===== config.mk =====
export PLATFORM = sky130hd
export DESIGN_NAME = tdm_demultiplexer_flat
export DESIGN_NICKNAME = d
export VERILOG_FILES = /design/src/rtl/tdm_demultiplexer_if.sv /design/src/rtl/tdm_demultiplexer.sv /design/src/flat_wrapper.sv
export SDC_FILE = /design/constraint.sdc
export NUM_CORES = 1
export LEC_CHECK = 0
export CORE_MARGIN = 2
export CORE_UTILIZATION = 54
export CTS_CLUSTER_SIZE = 40
export DETAILED_ROUTE_END_ITERATION = 10
export HOLD_SLACK_MARGIN = 0.02
export PLACE_DENSITY = 0.92
export SYNTH_ARGS = -nofsm -noshare
export SYNTH_HDL_FRONTEND = slang
export SYNTH_SLANG_ARGS = --single-unit

===== constraint.sdc =====
create_clock -name clk -period 4.9 [get_ports clk]
set_clock_uncertainty 0.1 [all_clocks]
set_input_delay 1.225 -clock clk [delete_from_list [all_inputs] [get_ports clk]]
set_output_delay 1.225 -clock clk [all_outputs]
set_load 0.005 [all_outputs]

===== src/rtl/tdm_demultiplexer_if.sv =====
// Serial TDM link and per-channel parallel outputs of tdm_demultiplexer.
// master = link/consumer side, slave = the demultiplexer itself.
interface tdm_demultiplexer_if #(
    parameter int unsigned CHANNELS = 2,
    parameter int unsigned WIDTH    = 8
);
    logic                         en;
    logic                         din;
    logic                         fs;
    logic [CHANNELS*WIDTH-1:0]    ch_data;
    logic [CHANNELS-1:0]          ch_valid;
    logic                         frame_done;
    logic                         sync_err;
    logic                         parity_err;

    modport master (
        output en, din, fs,
        input  ch_data, ch_valid, frame_done, sync_err, parity_err
    );

    modport slave (
        input  en, din, fs,
        output ch_data, ch_valid, frame_done, sync_err, parity_err
    );
endinterface


===== src/rtl/tdm_demultiplexer.sv =====
// Serial TDM demultiplexer: splits fs-framed serial bits into CHANNELS registered words.
// Optional per-slot even parity bit enabled by defining TDM_DEMUX_PARITY_EN.
module tdm_demultiplexer #(
    parameter int unsigned CHANNELS = 2,
    parameter int unsigned WIDTH    = 8
) (
    input  logic                 clk,
    input  logic                 rst,
    tdm_demultiplexer_if.slave   bus
);

`ifdef TDM_DEMUX_PARITY_EN
    localparam int unsigned SLOT_BITS = WIDTH + 1;
`else
    localparam int unsigned SLOT_BITS = WIDTH;
`endif
    localparam int unsigned SHW       = SLOT_BITS - 1;
    localparam int unsigned BCW       = $clog2(WIDTH + 1);
    localparam int unsigned SCW       = $clog2(CHANNELS);
    localparam int unsigned DW        = CHANNELS * WIDTH;

    localparam logic [BCW-1:0] LAST_BIT  = BCW'(SLOT_BITS - 1);
    localparam logic [SCW-1:0] LAST_SLOT = SCW'(CHANNELS - 1);

    typedef enum logic {
        HUNT,
        LOCKED
    } state_e;

    state_e               state_q,      state_d;
    logic [BCW-1:0]       bit_cnt_q,    bit_cnt_d;
    logic [SCW-1:0]       slot_cnt_q,   slot_cnt_d;
    logic [SHW-1:0]       shift_q,      shift_d;
    logic [DW-1:0]        ch_data_q,    ch_data_d;
    logic [CHANNELS-1:0]  ch_valid_q,   ch_valid_d;
    logic                 frame_done_q, frame_done_d;
    logic                 sync_err_q,   sync_err_d;
`ifdef TDM_DEMUX_PARITY_EN
    logic                 parity_err_q, parity_err_d;
`endif

    // Bits already held plus the incoming bit form a complete slot on its last bit.
    logic [SLOT_BITS-1:0] word_c;
    logic                 frame_start_c;

    assign word_c        = {shift_q, bus.din};
    assign frame_start_c = (bit_cnt_q == '0) && (slot_cnt_q == '0);

    always_comb begin
        state_d      = state_q;
        bit_cnt_d    = bit_cnt_q;
        slot_cnt_d   = slot_cnt_q;
        shift_d      = shift_q;
        ch_data_d    = ch_data_q;
        ch_valid_d   = '0;
        frame_done_d = 1'b0;
        sync_err_d   = 1'b0;
`ifdef TDM_DEMUX_PARITY_EN
        parity_err_d = 1'b0;
`endif

        if (bus.en) begin
            case (state_q)
                HUNT: begin
                    if (bus.fs) begin
                        state_d    = LOCKED;
                        shift_d    = SHW'(bus.din);
                        bit_cnt_d  = BCW'(1);
                        slot_cnt_d = '0;
                    end
                end

                LOCKED: begin
                    if (frame_start_c && !bus.fs) begin
                        // Missing frame sync: drop lock and the bit.
                        sync_err_d = 1'b1;
                        state_d    = HUNT;
                        shift_d    = '0;
                        bit_cnt_d  = '0;
                        slot_cnt_d = '0;
                    end else if (!frame_start_c && bus.fs) begin
                        // Early frame sync: restart the frame on this bit.
                        sync_err_d = 1'b1;
                        shift_d    = SHW'(bus.din);
                        bit_cnt_d  = BCW'(1);
                        slot_cnt_d = '0;
                    end else begin
                        shift_d = word_c[SLOT_BITS-2:0];
                        if (bit_cnt_q == LAST_BIT) begin
                            ch_data_d[int'(slot_cnt_q)*WIDTH +: WIDTH] = word_c[SLOT_BITS-1 -: WIDTH];
                            ch_valid_d[slot_cnt_q] = 1'b1;
`ifdef TDM_DEMUX_PARITY_EN
                            parity_err_d = ^word_c;
`endif
                            bit_cnt_d = '0;
                            if (slot_cnt_q == LAST_SLOT) begin
                                frame_done_d = 1'b1;
                                slot_cnt_d   = '0;
                            end else begin
                                slot_cnt_d = slot_cnt_q + SCW'(1);
                            end
                        end else begin
                            bit_cnt_d = bit_cnt_q + BCW'(1);
                        end
                    end
                end

                default: begin
                    state_d = HUNT;
                end
            endcase
        end
    end

    always_ff @(posedge clk) begin
        if (rst) begin
            state_q      <= HUNT;
            bit_cnt_q    <= '0;
            slot_cnt_q   <= '0;
            shift_q      <= '0;
            ch_data_q    <= '0;
            ch_valid_q   <= '0;
            frame_done_q <= 1'b0;
            sync_err_q   <= 1'b0;
`ifdef TDM_DEMUX_PARITY_EN
            parity_err_q <= 1'b0;
`endif
        end else begin
            state_q      <= state_d;
            bit_cnt_q    <= bit_cnt_d;
            slot_cnt_q   <= slot_cnt_d;
            shift_q      <= shift_d;
            ch_data_q    <= ch_data_d;
            ch_valid_q   <= ch_valid_d;
            frame_done_q <= frame_done_d;
            sync_err_q   <= sync_err_d;
`ifdef TDM_DEMUX_PARITY_EN
            parity_err_q <= parity_err_d;
`endif
        end
    end

    assign bus.ch_data    = ch_data_q;
    assign bus.ch_valid   = ch_valid_q;
    assign bus.frame_done = frame_done_q;
    assign bus.sync_err   = sync_err_q;
`ifdef TDM_DEMUX_PARITY_EN
    assign bus.parity_err = parity_err_q;
`else
    assign bus.parity_err = 1'b0;
`endif

endmodule


===== src/flat_wrapper.sv =====
// flat-port wrapper written by rule: the top's interface ports become plain ports
module tdm_demultiplexer_flat 
#(
    parameter int unsigned CHANNELS = 2,
    parameter int unsigned WIDTH    = 8
)
  (clk, rst, bus_en, bus_din, bus_fs, bus_ch_data, bus_ch_valid, bus_frame_done, bus_sync_err, bus_parity_err);
  tdm_demultiplexer_if #(.CHANNELS(CHANNELS), .WIDTH(WIDTH)) bus_i ();
  input  logic clk;
  input  logic rst;
  input wire logic [$bits(bus_i.en)-1:0] bus_en;
  input wire logic [$bits(bus_i.din)-1:0] bus_din;
  input wire logic [$bits(bus_i.fs)-1:0] bus_fs;
  output wire logic [$bits(bus_i.ch_data)-1:0] bus_ch_data;
  output wire logic [$bits(bus_i.ch_valid)-1:0] bus_ch_valid;
  output wire logic [$bits(bus_i.frame_done)-1:0] bus_frame_done;
  output wire logic [$bits(bus_i.sync_err)-1:0] bus_sync_err;
  output wire logic [$bits(bus_i.parity_err)-1:0] bus_parity_err;
  assign bus_i.en = bus_en;
  assign bus_i.din = bus_din;
  assign bus_i.fs = bus_fs;
  assign bus_ch_data = bus_i.ch_data;
  assign bus_ch_valid = bus_i.ch_valid;
  assign bus_frame_done = bus_i.frame_done;
  assign bus_sync_err = bus_i.sync_err;
  assign bus_parity_err = bus_i.parity_err;
  tdm_demultiplexer #(.CHANNELS(CHANNELS), .WIDTH(WIDTH)) u_core (.clk(clk), .rst(rst), .bus(bus_i));
endmodule

==> metrics.yaml <==
outcome: "finished clean"
avgRoutedWirePerCell_um: 14.0
grt_pass1_wl_um: 4260
fmax_mhz: 319
crit_chain: "clkdlybuf4s50_1 > inv_1 > ha_1 > and4bb_1 > or4b_1 > a31oi_1"
hp-class: "reg2reg"
crit_path_end_kind: "register"
area_delta_synth_final_pct: 19.6
r2r_start: "u_core.bit_cnt_q[0]$_SDFFE_PP0P_"
cts_made_buffers: 5
crit_start: "bus_fs"
ys_seq_area_frac: 0.459
ys_top_cells_by_area: "dfxtp_1 46%, nand2b_1 12%, mux2i_1 11%, a22oi_1 3.8%, ha_1 3.6%"
cts-root-buf: "clkbuf_4"
yosysTopAreaCellShare: 0.459
finalHoldViolCount: 0
power.leakage_nw: 0.606
clk_latency_ns: 0.33
avgSynthCellArea_um2: 9.76
synth.most_common_cell: "dfxtp_1"
cts_tree: "built"
worst-path-buf-inv: 2
place_hpwl_um: 1920
start_util: 0.568
period_share: 0.641
ant_nets: 0
dieArea_mm2: 0.00301
cts_max_level: 2
core_area_mm2: 0.00245
relSlewSlack: 0.274
fillers: 195
path_depth: 6
first_global_vias: 1003
path_clk_slew_ns: 0.09
cp_top_family: "simple AND/OR/NAND/NOR gates"
post_cts_buffers: 0
gp_congestion: 0.804
final_util: 0.680
slowest_stage: "clkdlybuf4s50_1"
die_y_um: 54.8
ios: 26
cp.arrival_ns: 3.27
max_stage_delay_ns: 0.57
first_pass_iters: 4
netlist_instances: 143
ys.warnings.count: 0
fin_setup_tns_ns: 0
rsz0062_at_grt: "no"
synth_commonest_cells: "32 x dfxtp_1, 26 x nand2b_1, 16 x mux2i_1, 7 x a22oi_1, 7 x nor2_1"
drc_errors: 0
syn-num-nets: 152
syn_area_mm2: 0.00140
dp.cells: 188
ys_async_sr_fraction: 0
rows: 18
ys_seq_elements: 32
cts_buffer_depth: 2
cts.sinks: 32
min_from: "u_core.bus.ch_data[8]$_SDFFE_PP0P_"
drtIter0Drc: 30
setup_violations: 0
p_per_area_mw_per_mm2: 257
drive_gt1_frac: 0.0485
tightest_slew_ns: 1.09
grt_antenna_before_repair: 0
ys.flop_type: "dfxtp_1"
worstPathMaxFanout: 10
synth_top_area_cell: "dfxtp_1"
fp.dieW_um: 54.8
ir_drop_mv: 0.192
cts_resized: 0
fin_nets: 174
port_buffers: 24
period_needed_ns: 3.14
cp-start-kind: "input port"
num_vias: 1094
viasPerCell: 5.61
n_antenna_cell: 0
drv_slew: 0
grt_overflow_total: 0
min_path_cells: 2
reg2reg_depth: 7
design_area_mm2: 0.00167
ys_types: 31
cp_data_required_time_ns: 5.03
drt-total-wl_um: 2740
worstSetupPathType: "in2reg"
grtUsageTotal: 0.203
grt_max_degree: 42
placed_area_mm2: 0.00162
drv_cap: 0
synth_edf_count: 0
fin_cells: 195
hold_buffers: 0
## cell type report
cell class	instances	area (µm²)	share of cell area
clock buffers	6	41.3	0.0247
clock inverters	1	5.00	0.00300
inverters	5	18.8	0.0112
multi-input cells	97	686	0.411
flip-flops and latches	32	641	0.384
well taps	30	37.5	0.0225
repair buffers	24	240	0.144
## state kept, by name (all words and copies together) (netlist names)
register / flops
u_core.bus.ch_data: 16
u_core.shift_q: 7
u_core.bit_cnt_q: 4
u_core.bus.ch_valid: 1
u_core.bus.frame_done: 1
u_core.bus.sync_err: 1
u_core.slot_cnt_q: 1
u_core.state_q: 1
## worst register-to-register path, delay by kind of cell (launching register included)
kind	cells	cell delay [ns]
flip-flops	1	0.34
AND/OR/NAND/NOR	3	1.58
adder cells (fa/ha/maj)	2	0.37
buffers and inverters	1	0.10
AO/OA/AOI/OAI	1	0.17
## logic make-up (layout without fill, tap and decap cells)
group / count (synthesis) / in the layout / synth area share
AOI/OAI and AO/OA: 19 / 19 / 0.0933
adders and majority gates: 4 / 4 / 0.0359
buffers and inverters: 14 / 36 / 0.0493
DFF: 32 / 32 / 0.459
muxes: 16 / 16 / 0.115
other: 1 / 1 / 0.00269
and+or+nand+nor: 57 / 57 / 0.245
## final timing paths
path              slack [ns]                                  to
setup / recovery        1.76    u_core.bit_cnt_q[3]$_SDFFE_PP0P_
setup reg to reg        2.16    u_core.bit_cnt_q[3]$_SDFFE_PP0P_
hold / removal          0.38  u_core.bus.ch_data[8]$_SDFFE_PP0P_
hold reg to reg         0.38  u_core.bus.ch_data[8]$_SDFFE_PP0P_
## stage by stage
step	hold WS, ns	total power [mW]	setup WS (ns)
floorplan	0.345	0.292	2.30
global placement	0.358	0.298	1.58
detailed placement	0.372	0.299	1.45
CTS	0.387	0.430	1.79
global route	0.409	0.445	1.67
finish	0.383	0.428	1.76
## where the power goes
| part | total, mW | internal (mW) | switching [mW] | leakage, nW |
|---|---|---|---|---|
| clock | 0.135 | 0.0527 | 0.0822 | 0.0281 |
| sequential | 0.265 | 0.262 | 0.00261 | 0.258 |
| combinational | 0.0289 | 0.0128 | 0.0160 | 0.319 |
## metal layers
metal | global-route usage | wire, µm
met4 | 0.129 | 60
met3 | 0.0519 | 123
met5 | 0 | 0
met1 | 0.238 | 1160
met2 | 0.327 | 1390
## placed cells by master, fill, tap and decap left out
master / synthesis / routed
a211oi_1: 1 / 1
clkbuf_1: 3 / 1
a31oi_1: 1 / 1
dfxtp_1: 32 / 32
a311oi_1: 2 / 2
nand2b_1: 26 / 26
inv_1: 5 / 5
nand3b_1: 2 / 2
o32ai_1: 1 / 1
clkdlybuf4s50_1: 0 / 24
nand3_1: 6 / 6
nor4_1: 2 / 2
clkinv_2: 0 / 1
a21oi_1: 5 / 5
a22oi_1: 7 / 7
conb_1: 1 / 1
clkbuf_4: 0 / 5
ha_1: 4 / 4
and4bb_1: 1 / 1
nor3b_1: 1 / 1
mux2i_1: 16 / 16
or4b_2: 1 / 1
nor2_1: 7 / 7
o21a_1: 1 / 1
nor3_2: 1 / 1
o21ai_1: 1 / 1
nor3_1: 3 / 3
or4b_1: 1 / 1
and3_1: 1 / 1
nand2_1: 4 / 4
and3b_1: 1 / 1
No activity file was read; power rests on OpenSTA's default activity.
